==> src/rtl/coreapb3_iaddr_pkg.sv <==
// Shared definitions for the indirect-window APB3 bridge: FSM encoding and
// ERR_STICKY bit positions.
package coreapb3_iaddr_pkg;

    typedef enum logic [1:0] {
        IDLE   = 2'd0,
        SETUP  = 2'd1,
        ACCESS = 2'd2,
        DONE   = 2'd3
    } iaddr_state_t;

    localparam int ERR_SLV_BIT = 0;
    localparam int ERR_TMO_BIT = 1;

    // Window address: base + offset, wrapping mod 2^32, optionally word aligned.
    function automatic logic [31:0] win_addr(input logic [31:0] base,
                                             input logic [31:0] off,
                                             input bit          align);
        logic [31:0] sum;
        sum = base + off;
        if (align) sum[1:0] = 2'b00;
        return sum;
    endfunction

endpackage

==> src/rtl/coreapb3_iaddr_wdog.sv <==
// Downstream ACCESS-phase timeout counter; expires on the TIMEOUT-th
// consecutive enabled cycle. TIMEOUT = 0 removes the counter entirely.
module coreapb3_iaddr_wdog #(
    parameter int TIMEOUT = 255
) (
    input  logic PCLK,
    input  logic PRESET,
    input  logic clr,
    input  logic en,
    output logic expired
);

    localparam int CW = (TIMEOUT > 0) ? $clog2(TIMEOUT + 1) : 1;

    generate
        if (TIMEOUT == 0) begin : g_off
            assign expired = 1'b0;
        end else begin : g_on
            localparam logic [CW-1:0] LAST = CW'(TIMEOUT - 1);
            logic [CW-1:0] cnt;

            always_ff @(posedge PCLK or posedge PRESET) begin
                if (PRESET)   cnt <= '0;
                else if (clr) cnt <= '0;
                else if (en)  cnt <= cnt + 1'b1;
            end

            assign expired = en && (cnt == LAST);
        end
    endgenerate

endmodule

==> src/rtl/coreapb3_iaddr_bridge.sv <==
// Indirect-window APB3 bridge: an upstream access at window offset o becomes
// one downstream APB3 transfer at IADDR_REG + o, upstream held until it ends.
module coreapb3_iaddr_bridge
    import coreapb3_iaddr_pkg::*;
#(
    parameter int WIN_BITS   = 12,
    parameter int TIMEOUT    = 255,
    parameter bit ADDR_ALIGN = 1'b1
) (
    input  logic                PCLK,
    input  logic                PRESET,
    input  logic [31:0]         IADDR_REG,
    input  logic                PSEL,
    input  logic                PENABLE,
    input  logic                PWRITE,
    input  logic [WIN_BITS-1:0] PADDR,
    input  logic [31:0]         PWDATA,
    output logic [31:0]         PRDATA,
    output logic                PREADY,
    output logic                PSLVERR,
    output logic                M_PSEL,
    output logic                M_PENABLE,
    output logic                M_PWRITE,
    output logic [31:0]         M_PADDR,
    output logic [31:0]         M_PWDATA,
    input  logic [31:0]         M_PRDATA,
    input  logic                M_PREADY,
    input  logic                M_PSLVERR,
    output logic [1:0]          ERR_STICKY,
    input  logic                ERR_CLR
);

    iaddr_state_t state_q, state_d;

    logic [31:0] addr_q;
    logic [31:0] wdata_q;
    logic        write_q;
    logic [31:0] rdata_q;
    logic        slverr_q;
    logic        tmo_q;
    logic [1:0]  err_q;
    logic [1:0]  err_set;

    logic trigger;
    logic in_access;
    logic in_done;
    logic tmo_exp;

    assign trigger   = (state_q == IDLE) && PSEL && PENABLE;
    assign in_access = (state_q == ACCESS);
    assign in_done   = (state_q == DONE);

    coreapb3_iaddr_wdog #(
        .TIMEOUT (TIMEOUT)
    ) u_wdog (
        .PCLK    (PCLK),
        .PRESET  (PRESET),
        .clr     (!in_access),
        .en      (in_access),
        .expired (tmo_exp)
    );

    always_ff @(posedge PCLK or posedge PRESET) begin
        if (PRESET) state_q <= IDLE;
        else        state_q <= state_d;
    end

    always_comb begin
        state_d = state_q;
        case (state_q)
            IDLE:    if (PSEL && PENABLE) state_d = SETUP;
            SETUP:   state_d = ACCESS;
            ACCESS:  if (M_PREADY || tmo_exp) state_d = DONE;
            DONE:    state_d = IDLE;
            default: state_d = IDLE;
        endcase
    end

    // Address/data are frozen at the IDLE trigger so later IADDR_REG or
    // upstream changes cannot disturb the transfer in flight.
    always_ff @(posedge PCLK or posedge PRESET) begin
        if (PRESET) begin
            addr_q   <= '0;
            wdata_q  <= '0;
            write_q  <= 1'b0;
            rdata_q  <= '0;
            slverr_q <= 1'b0;
            tmo_q    <= 1'b0;
        end else begin
            if (trigger) begin
                addr_q   <= win_addr(IADDR_REG, 32'(PADDR), ADDR_ALIGN);
                write_q  <= PWRITE;
                wdata_q  <= PWRITE ? PWDATA : 32'h0;
                rdata_q  <= '0;
                slverr_q <= 1'b0;
                tmo_q    <= 1'b0;
            end else if (in_access) begin
                if (M_PREADY) begin
                    rdata_q  <= write_q ? 32'h0 : M_PRDATA;
                    slverr_q <= M_PSLVERR;
                end else if (tmo_exp) begin
                    rdata_q  <= '0;
                    tmo_q    <= 1'b1;
                end
            end
        end
    end

    // Set has priority over a same-cycle clear.
    always_comb begin
        err_set = 2'b00;
        if (in_done) begin
            err_set[ERR_SLV_BIT] = slverr_q;
            err_set[ERR_TMO_BIT] = tmo_q;
        end
    end

    always_ff @(posedge PCLK or posedge PRESET) begin
        if (PRESET) err_q <= 2'b00;
        else        err_q <= (ERR_CLR ? 2'b00 : err_q) | err_set;
    end

    assign M_PSEL     = (state_q == SETUP) || in_access;
    assign M_PENABLE  = in_access;
    assign M_PWRITE   = write_q;
    assign M_PADDR    = addr_q;
    assign M_PWDATA   = wdata_q;

    assign PREADY     = in_done;
    assign PSLVERR    = in_done && (slverr_q || tmo_q);
    assign PRDATA     = (in_done && !write_q) ? rdata_q : 32'h0;
    assign ERR_STICKY = err_q;

endmodule

==> config.mk <==
export PLATFORM = sky130hd
export DESIGN_NAME = coreapb3_iaddr_bridge
export DESIGN_NICKNAME = d
export VERILOG_FILES = /design/src/rtl/coreapb3_iaddr_pkg.sv /design/src/rtl/coreapb3_iaddr_wdog.sv /design/src/rtl/coreapb3_iaddr_bridge.sv
export SDC_FILE = /design/constraint.sdc
export NUM_CORES = 1
export LEC_CHECK = 0
export ABC_AREA = 1
export CORE_ASPECT_RATIO = 0.9
export CORE_MARGIN = 8
export CORE_UTILIZATION = 25
export CTS_BUF_LIST = sky130_fd_sc_hd__clkbuf_16
export CTS_CLUSTER_DIAMETER = 80
export DETAILED_ROUTE_END_ITERATION = 6
export GPL_TIMING_DRIVEN = 0
export PLACE_DENSITY_LB_ADDON = 0.05
export SYNTH_ARGS = -nofsm -noshare
export SYNTH_HDL_FRONTEND = slang
export SYNTH_SLANG_ARGS = --single-unit
==> constraint.sdc <==
create_clock -name PCLK -period 7.38 [get_ports PCLK]
set_clock_uncertainty 0.1 [all_clocks]
set_input_delay 1.476 -clock PCLK [delete_from_list [all_inputs] [get_ports PCLK]]
set_output_delay 1.476 -clock PCLK [all_outputs]
set_load 0.005 [all_outputs]
==> results.sh, run 1 <==
export IMPL_grt_overflow=0
export IMPL_hold_buffers=0
export IMPL_fin_crit_ps=3781
export IMPL_critPathSlowestCell="clkdlybuf4s50_1"
export IMPL_die_w_um=179.6
export IMPL_worst_path_max_fanout=10
export IMPL_synth_compound_area_share_pct=8.851
export IMPL_core_um2=23990
export IMPL_rsz0062_at_grt="no"
export IMPL_path_buf_inv=2
export IMPL_antenna_cells=0
export IMPL_antenna_found_initial=0
export IMPL_crit_path_cell_trace="ha_1 -> nand2_1 -> clkbuf_1 -> nor2_1 -> clkdlybuf4s50_1"
export IMPL_outcome="finished clean"
export IMPL_crit_path_end_kind="primary output"
export IMPL_synthXorXnorAreaFrac_pct=1.018
export IMPL_vias=5829
export IMPL_cts_sinks=109
export IMPL_p_leak_nw=4.132
export IMPL_avgViaCountPerCell=4.255
export IMPL_finish_utilization_pct=37.04
export IMPL_synth_edf_count=0
export IMPL_insertion_delay_ps=350
export IMPL_grt_start_max_net_pins=83
export IMPL_dp_hpwl_um=16490
export IMPL_hold_depth=1
export IMPL_port_buffers=215
export IMPL_arrival_ps=2210
export IMPL_die_area_um2=29320
export IMPL_maxCapViolations=0
export IMPL_relSlewSlack_pct=62.94
export IMPL_synth_simple_area_share_pct=31.39
export IMPL_final_cell_area_um2=8884
export IMPL_ant_nets=0
export IMPL_synth_fa_ha_area_share_pct=3.532
export IMPL_start_kind="register"
export IMPL_die_y_um=163.2
export IMPL_path_clk_slew_ps=80
export IMPL_drc=0
export IMPL_fmax_mhz=264.4
export IMPL_yosysUniqueCellTypes=36
export IMPL_gp_congestion=0.7686
export IMPL_peakVddDrop_v=0.0001193
export IMPL_min_delay_start="u_wdog.g_on.cnt[7]"
export IMPL_ys_flop_type="dfrtp_1"
export IMPL_ff2ff_path_depth=7
export IMPL_nNetsFinal=1190
export IMPL_fillCellCount=2569
export IMPL_grt_pass1_wl_um=33800
export IMPL_cpPeakStageDelay_ps=490
export IMPL_cts_buffers=9
export IMPL_wl_per_cell_um=15.20
export IMPL_placement_cell_area_um2=8596
export IMPL_grt_pass1_vias=6074
export IMPL_fin_setup_tns_ps=0
export IMPL_ctsResizeCount=0
export IMPL_io_pins=219
export IMPL_postCtsSetupBuffers=0
export IMPL_syn_to_final_growth_pct=47.52
export IMPL_reg2reg_slack_ps=5350
export IMPL_synth_area_per_cell_um2=7.264
export IMPL_cts_tree="built"
export IMPL_drive_gt1_share_pct=5.085
export IMPL_cp_top_family="buffers and inverters"
export IMPL_cts_root_buf="clkbuf_16"
export IMPL_rr_endpoint="M_PADDR[28]"
export IMPL_synthCells=829
export IMPL_htreeDepth=3
export IMPL_powerDensity_nw_per_um2=286.6
export IMPL_synthMuxAreaShare_pct=0
export IMPL_synth_area_um2=6022
export IMPL_async_reset_ff_share_pct=100.0
export IMPL_synth_top_family_by_area="simple AND/OR/NAND/NOR gates"
export IMPL_post_route_period_util_pct=51.24
export IMPL_ys_warn_count=0
export IMPL_track_usage_pct=14.39
export IMPL_seq_area_frac_synth_pct=45.29
export IMPL_slew_violations=0
export IMPL_worstReg2RegStart="state_q[0]"
export IMPL_path_class="reg2out"
export IMPL_routed_wl_um=20830
export IMPL_hold_path_end="u_wdog.g_on.cnt[7]"
export IMPL_crit_required_ps=5800
export IMPL_finalHoldViolations=0
export IMPL_drt_pass1_iterations=4
export IMPL_hold_path_class="reg2reg"
export IMPL_cts_path_max_buffers=2
export IMPL_initial_utilization_pct=25.11
export IMPL_ys_ff_latch=109
export IMPL_drt_iter0_drc=303
export IMPL_worst_pin_slew_ps=555.9
export IMPL_setup_viol=0
export IMPL_rows=54
[cell usage after synthesis, drive strengths merged, types with 2 or more instances]
master | n | area, um^2
a21oi | 15 | 75.07
buf | 13 | 81.33
clkbuf | 18 | 67.56
dfrtp | 109 | 2728
ha | 17 | 212.7
inv | 117 | 439.2
nand2 | 270 | 1044
nand3 | 76 | 395.4
nand3b | 8 | 60.06
nand4 | 4 | 25.02
nor2 | 68 | 270.3
nor3 | 8 | 50.05
o21ai | 86 | 430.4
o22ai | 2 | 12.51
or2 | 3 | 18.77
xnor2 | 7 | 61.31
[per-stage QoR]
stage	instances	setup WS [ps]	power, mW	hold slack [ps]
6_report	1370	3599	2.546	362.9
5_1_grt	1370	3368	2.770	403.1
4_1_cts	1370	3492	2.611	366.8
3_5_place_dp	1354	3824	2.104	355.9
3_3_place_gp	1353	816.4	2.103	355.6
2_1_floorplan	830	2930	1.444	333.9
[how the worst max path moves through the flow]
stage                      start             to  cells past startpoint
floorplan                 PRESET  ERR_STICKY[0]                      1
global placement          PRESET   M_PWDATA[13]                      2
detailed placement  IADDR_REG[6]     M_PADDR[9]                     10
CTS                   state_q[0]     PRDATA[13]                      5
global route          state_q[0]     PRDATA[30]                      5
finish                state_q[0]     PRDATA[30]                      5
[kinds of logic after synthesis]
family | after synthesis
simple gates | 441
fa+ha+maj | 17
buf+inv | 149
other cells | 1
flops | 109
xor+xnor | 7
compound gates | 105
[per-layer routing]
metal / up-vias / wire (um) / track usage (%) / share of wire [%]
li1: 3044 / - / - / -
met4: 0 / 241 / 2.801 / 1.2
met3: 11 / 863 / 3.714 / 4.1
met1: 2652 / 9918 / 18.61 / 48
met5: - / 0 / 0 / 0
met2: 122 / 9801 / 24.12 / 47
[cells in the final DEF (no fill, tap or decap), types with 4 or more instances in the layout]
cell and instances:
a21oi_1 15, buf_2 5, buf_4 5, clkbuf_1 18, clkbuf_16 9, clkdlybuf4s50_1 215, dfrtp_1 109, ha_1 17
inv_1 113, nand2_1 260, nand2_2 9, nand3_1 73, nand3b_1 8, nand4_1 4, nor2_1 64, nor3_1 6
o21ai_0 76, o21ai_1 10, xnor2_1 7
[state kept, by name, indices dropped and copies added (netlist names)]
name	cells
M_PADDR	30
tmo_q	1
M_PWDATA	32
M_PWRITE	1
slverr_q	1
u_wdog.g_on.cnt	8
rdata_q	32
ERR_STICKY	2
state_q	2
[power breakdown]
| group | total, mW | internal, mW | switching (mW) |
|---|---|---|---|
| sequential | 0.965 | 0.852 | 0.113 |
| combinational | 1.10 | 0.561 | 0.536 |
| clock | 0.484 | 0.238 | 0.247 |
[final cells by class]
class                   count  area (um^2)  area share [%]
flip-flops and latches    109         2728           30.70
multi-input cells         572         2705           30.45
repair buffers            216         2180           24.54
inverters                 118        449.2           5.056
well taps                 308        385.4           4.338
clock buffers               9        225.2           2.535
plain buffers              31        148.9           1.676
clock inverters             7        62.56          0.7042
(Power assumes the default switching activity.)
==> run 2: changes to the inputs <==
==> constraint.sdc (replaced) <==
create_clock -name PCLK -period 3.56 [get_ports PCLK]
set_clock_uncertainty 0.1 [all_clocks]
set_input_delay 0.712 -clock PCLK [delete_from_list [all_inputs] [get_ports PCLK]]
set_output_delay 0.712 -clock PCLK [all_outputs]
set_load 0.005 [all_outputs]
==> run 2 against run 1 <==
Compared with the run above:
- critical path depth unchanged
- largest cell class unchanged
- critical endpoint is now PRDATA[12]
- design area increased by 0.18%
- clock power grew 100%
- critical path type unchanged
- first-iteration DRC count shrank 11%
- global-route usage is 0.095 points lower
==> results.sh, run 2 (synthesis gave the netlist of run 1 again) <==
export IMPL_outcome="finished clean"
export IMPL_rr_endpoint="M_PADDR[31]"
export IMPL_fmax_mhz=326.7
export IMPL_layout_area_seq_um2=2728
export IMPL_avgViaCountPerCell=4.271
export IMPL_cts_sinks=109
export IMPL_track_usage_pct=14.30
export IMPL_hold_path_class="reg2reg"
export IMPL_slew_violations=0
export IMPL_grt_pass1_wl_um=33540
export IMPL_start_kind="register"
export IMPL_rsz0062_at_grt="no"
export IMPL_hold_path_end="u_wdog.g_on.cnt[7]"
export IMPL_finish_utilization_pct=37.10
export IMPL_die_w_um=179.6
export IMPL_worst_path_max_fanout=10
export IMPL_hold_buffers=0
export IMPL_antenna_found_initial=0
export IMPL_routed_wl_um=20690
export IMPL_antenna_cells=0
export IMPL_ant_nets=0
export IMPL_crit_start="state_q[0]"
export IMPL_postCtsSetupBuffers=0
export IMPL_p_leak_nw=4.136
export IMPL_reg2reg_slack_ps=1490
export IMPL_ff2ff_path_depth=7
export IMPL_maxCapViolations=0
export IMPL_ctsResizeCount=0
export IMPL_syn_to_final_growth_pct=47.79
export IMPL_io_pins=219
export IMPL_layout_common_cells="nand2_1, clkdlybuf4s50_1, inv_1, dfrtp_1, o21ai_0"
export IMPL_grt_overflow=0
export IMPL_htreeDepth=3
export IMPL_relSlewSlack_pct=63.06
export IMPL_cts_path_max_buffers=2
export IMPL_grt_start_max_net_pins=33
export IMPL_cts_tree="built"
export IMPL_drc=0
export IMPL_worst_pin_slew_ps=554.1
export IMPL_nNetsFinal=1192
export IMPL_drt_iter0_drc=270
export IMPL_path_class="reg2out"
export IMPL_wl_per_cell_um=15.08
export IMPL_drive_gt1_share_pct=5.169
export IMPL_core_um2=23990
export IMPL_final_common_cell="nand2_1"
export IMPL_path_clk_slew_ps=80
export IMPL_cts_buffers=9
export IMPL_die_area_um2=29320
export IMPL_initial_utilization_pct=25.11
export IMPL_setup_viol=0
export IMPL_vias=5860
export IMPL_drt_pass1_iterations=5
export IMPL_finalHoldViolations=0
export IMPL_crit_required_ps=2750
export IMPL_finalPower_mw=5.239
export IMPL_rows=54
export IMPL_min_delay_start="u_wdog.g_on.cnt[7]"
export IMPL_crit_path_end_kind="primary output"
export IMPL_gp_congestion=0.7786
export IMPL_worstReg2RegStart="state_q[0]"
export IMPL_powerDensity_nw_per_um2=588.6
export IMPL_multi_input_area_um2=2705
export IMPL_fillCellCount=2557
export IMPL_peakVddDrop_v=0.0002020
export IMPL_fin_crit_ps=3061
export IMPL_insertion_delay_ps=350
export IMPL_dp_hpwl_um=16750
export IMPL_grt_pass1_vias=6102
export IMPL_arrival_ps=2250
export IMPL_post_route_period_util_pct=85.98
export IMPL_hold_depth=1
export IMPL_port_buffers=215
export IMPL_fin_setup_tns_ps=0
export IMPL_die_y_um=163.2
export IMPL_cts_root_buf="clkbuf_16"
[run 2: how the worst max path moves through the flow]
stage | endpoint | cells past startpoint
3_3_place_gp | M_PWDATA[13] | 2
5_1_grt | PRDATA[14] | 5
6_report | PRDATA[12] | 5
3_5_place_dp | M_PADDR[9] | 10
4_1_cts | PRDATA[15] | 5
2_1_floorplan | ERR_STICKY[0] | 1
[run 2: worst max-delay path: stages, from the launching register on]
cell and delay [ps]:
dfrtp_1 410, ha_1 270, nand2_1 210, clkbuf_1 440, nor2_1 90, clkdlybuf4s50_1 490
[run 2: final cells by class]
cell class	count	area share, %
clock buffers	9	2.531
clock inverters	7	0.5342
flip-flops and latches	109	30.65
multi-input cells	572	30.39
repair buffers	218	24.86
inverters	118	5.033
well taps	308	4.330
plain buffers	31	1.673
[run 2: layer usage]
| layer | vias up | share of wire, % | GRT usage [%] |
|---|---|---|---|
| li1 | 3057 | - | - |
| met1 | 2675 | 46 | 17.67 |
| met2 | 118 | 49 | 24.86 |
| met3 | 10 | 4.2 | 3.425 |
| met4 | 0 | 0.95 | 3.520 |
| met5 | - | 0 | 0 |
[run 2: power by group]
part	leakage, nW	switching [mW]	total [mW]	internal (mW)
sequential	1.42	0.229	2.00	1.77
clock	0.138	0.488	0.966	0.479
combinational	2.57	1.11	2.28	1.17
[run 2: per-stage QoR]
step           instances  setup slack (ps)  instance area [um^2]  hold WS (ps)
6_report            1372             499.1                  8900         365.6
3_5_place_dp        1356             778.4                  8627         357.5
3_3_place_gp        1353             66.42                  8567         354.3
4_1_cts             1372             432.0                  8900         367.3
5_1_grt             1372             337.9                  8900         404.1
2_1_floorplan        830              1433                  6030         333.9
==> run 3: changes to the inputs <==
--- a/config.mk
+++ b/config.mk
@@ -8,11 +8,11 @@
 export ABC_AREA = 1
 export CORE_ASPECT_RATIO = 0.9
 export CORE_MARGIN = 8
-export CORE_UTILIZATION = 25
+export CORE_UTILIZATION = 45
 export CTS_BUF_LIST = sky130_fd_sc_hd__clkbuf_16
 export CTS_CLUSTER_DIAMETER = 80
 export DETAILED_ROUTE_END_ITERATION = 6
-export GPL_TIMING_DRIVEN = 0
+export GPL_TIMING_DRIVEN = 1
 export PLACE_DENSITY_LB_ADDON = 0.05
 export SYNTH_ARGS = -nofsm -noshare
 export SYNTH_HDL_FRONTEND = slang
==> run 3 against run 2 <==
Compared with the run above:
- power barely moved
- setup slack better by 250 ps
- critical endpoint is now PRDATA[0]
- via count shrank 2.1%
- final cell count decreased by 12%
- critical path depth unchanged
- register-to-register slack worse by 330 ps
- non-clock buffer count is 27 lower
- sequential share of layout area up 0.96 points
- fmax rose by 8.7%
- die area decreased by 41%
- critical path type unchanged
==> results.sh, run 3 (synthesis gave the netlist of run 1 again) <==
export IMPL_postCtsSetupBuffers=0
export IMPL_syn_to_final_growth_pct=43.28
export IMPL_path_class="reg2out"
export IMPL_core_um2=13210
export IMPL_layout_common_cells="nand2_1, clkdlybuf4s50_1, inv_1, dfrtp_1, o21ai_0"
export IMPL_fin_setup_tns_ps=0
export IMPL_hold_buffers=0
export IMPL_placement_cell_area_um2=8318
export IMPL_p_leak_nw=4.083
export IMPL_cts_sinks=109
export IMPL_outcome="finished clean"
export IMPL_rr_endpoint="rdata_q[9]"
export IMPL_fin_crit_ps=2815
export IMPL_path_clk_slew_ps=70
export IMPL_antenna_cells=0
export IMPL_grt_overflow=0
export IMPL_nNetsFinal=1165
export IMPL_pre_cts_ws_ps=811.3
export IMPL_cp_depth=5
export IMPL_setup_viol=0
export IMPL_initial_utilization_pct=45.58
export IMPL_cts_path_max_buffers=2
export IMPL_drt_pass1_iterations=4
export IMPL_rows=40
export IMPL_start_kind="register"
export IMPL_fillCellCount=1223
export IMPL_cpPeakStageDelay_ps=460
export IMPL_slew_violations=0
export IMPL_swShare_pct=33.02
export IMPL_drt_iter0_drc=301
export IMPL_die_area_um2=17350
export IMPL_hold_path_class="reg2reg"
export IMPL_post_route_period_util_pct=79.09
export IMPL_track_usage_pct=19.96
export IMPL_die_y_um=125.7
export IMPL_cell_internal_pwr_mw=3.511
export IMPL_cts_tree="built"
export IMPL_cp_top_family="buffers and inverters"
export IMPL_grt_pass1_wl_um=28000
export IMPL_crit_start="state_q[0]"
export IMPL_routed_wl_um=17050
export IMPL_p_switching_mw=1.731
export IMPL_drc=0
export IMPL_peakVddDrop_v=0.0002620
export IMPL_path_buf_inv=2
export IMPL_port_buffers=216
export IMPL_endpoint="PRDATA[0]"
export IMPL_crit_path_cell_trace="ha_1 -> nand2_1 -> buf_4 -> nor2_1 -> clkdlybuf4s50_1"
export IMPL_arrival_ps=2000
export IMPL_powerDensity_nw_per_um2=607.5
export IMPL_multi_input_area_um2=2713
export IMPL_gp_congestion=0.9114
export IMPL_antenna_found_initial=0
export IMPL_insertion_delay_ps=350
export IMPL_crit_required_ps=2750
export IMPL_pwr_share_comb_pct=41.4
export IMPL_fmax_mhz=355.2
export IMPL_avgViaCountPerCell=4.763
export IMPL_crit_path_end_kind="primary output"
export IMPL_critPathSlowestCell="clkdlybuf4s50_1"
export IMPL_rsz0062_at_grt="no"
export IMPL_finalHoldViolations=0
export IMPL_ant_nets=0
export IMPL_grt_pass1_vias=5692
export IMPL_reg2reg_slack_ps=1160
export IMPL_maxCapViolations=0
export IMPL_worst_pin_slew_ps=753.2
export IMPL_layout_area_seq_um2=2728
export IMPL_dp_hpwl_um=12970
export IMPL_final_cell_area_um2=8628
export IMPL_ctsResizeCount=0
export IMPL_worst_path_max_fanout=32
export IMPL_cts_root_buf="clkbuf_16"
export IMPL_drive_gt1_share_pct=4.344
export IMPL_setup_ws_ps=744.6
export IMPL_cts_buffers=9
export IMPL_worstReg2RegStart="state_q[0]"
export IMPL_io_pins=219
export IMPL_die_w_um=137.9
export IMPL_vias=5735
export IMPL_final_common_cell="nand2_1"
export IMPL_wl_per_cell_um=14.16
export IMPL_p_clk_share_pct=20.4
export IMPL_seqPwrFrac_pct=38.2
export IMPL_htreeDepth=3
export IMPL_grt_start_max_net_pins=110
export IMPL_ff2ff_path_depth=9
export IMPL_relSlewSlack_pct=49.73
-- run 3: changes by cell type in the layout (fill, tap and decap cells not counted), sizes merged --
cell           before  now
buf                16    6
inv               120  119
clkbuf             27    9
bufinv              0    2
clkinvlp            2    1
clkinv              3    2
clkdlybuf4s50     215  216
-- run 3: metrics by stage --
stage | hold WS, ps | util (%) | std cells | total power, mW
after floorplan | 333.9 | - | 830 | 2.994
after global placement | 357.7 | 62.95 | 1189 | 4.189
after detailed placement | 365.1 | 62.95 | 1189 | 4.226
after CTS | 382.7 | 65.30 | 1204 | 5.319
after global routing | 396.1 | 65.30 | 1204 | 5.652
final | 379.1 | 65.30 | 1204 | 5.241
-- run 3: worst min path at each step --
stage / cells after the start / from / slack, ps / to
6_report: 1 / u_wdog.g_on.cnt[7] / 380 / u_wdog.g_on.cnt[7]
5_1_grt: 1 / u_wdog.g_on.cnt[0] / 400 / u_wdog.g_on.cnt[0]
4_1_cts: 1 / u_wdog.g_on.cnt[7] / 380 / u_wdog.g_on.cnt[7]
3_5_place_dp: 2 / M_PADDR[20] / 370 / M_PADDR[20]
3_3_place_gp: 1 / u_wdog.g_on.cnt[7] / 360 / u_wdog.g_on.cnt[7]
2_1_floorplan: 1 / u_wdog.g_on.cnt[7] / 330 / u_wdog.g_on.cnt[7]
-- run 3: layer usage --
metal	share of wire [%]	GRT usage [%]	up-vias
met4	1.3	4.801	0
li1	-	-	2990
met5	0	0	-
met2	48	33.10	133
met1	44	25.01	2595
met3	6.9	5.564	17
-- run 3: power groups by stage --
| stage | registers, mW | clock network [mW] | logic, mW |
|---|---|---|---|
| global placement | 2.01 | 0 | 2.18 |
| finish | 2.00 | 1.07 | 2.17 |
| floorplan | 2.03 | 0 | 0.962 |
| detailed placement | 2.03 | 0 | 2.20 |
| CTS | 2.00 | 1.10 | 2.22 |
| global route | 2.07 | 1.15 | 2.44 |
-- run 3: layout make-up --
| type | instances | share of cell area, % |
|---|---|---|
| clock buffer | 9 | 2.610 |
| clock inverter | 6 | 0.9861 |
| inverter | 118 | 5.191 |
| multi-input combinational | 572 | 31.44 |
| sequential | 109 | 31.61 |
| tap | 168 | 2.436 |
| timing repair buffer | 222 | 25.73 |
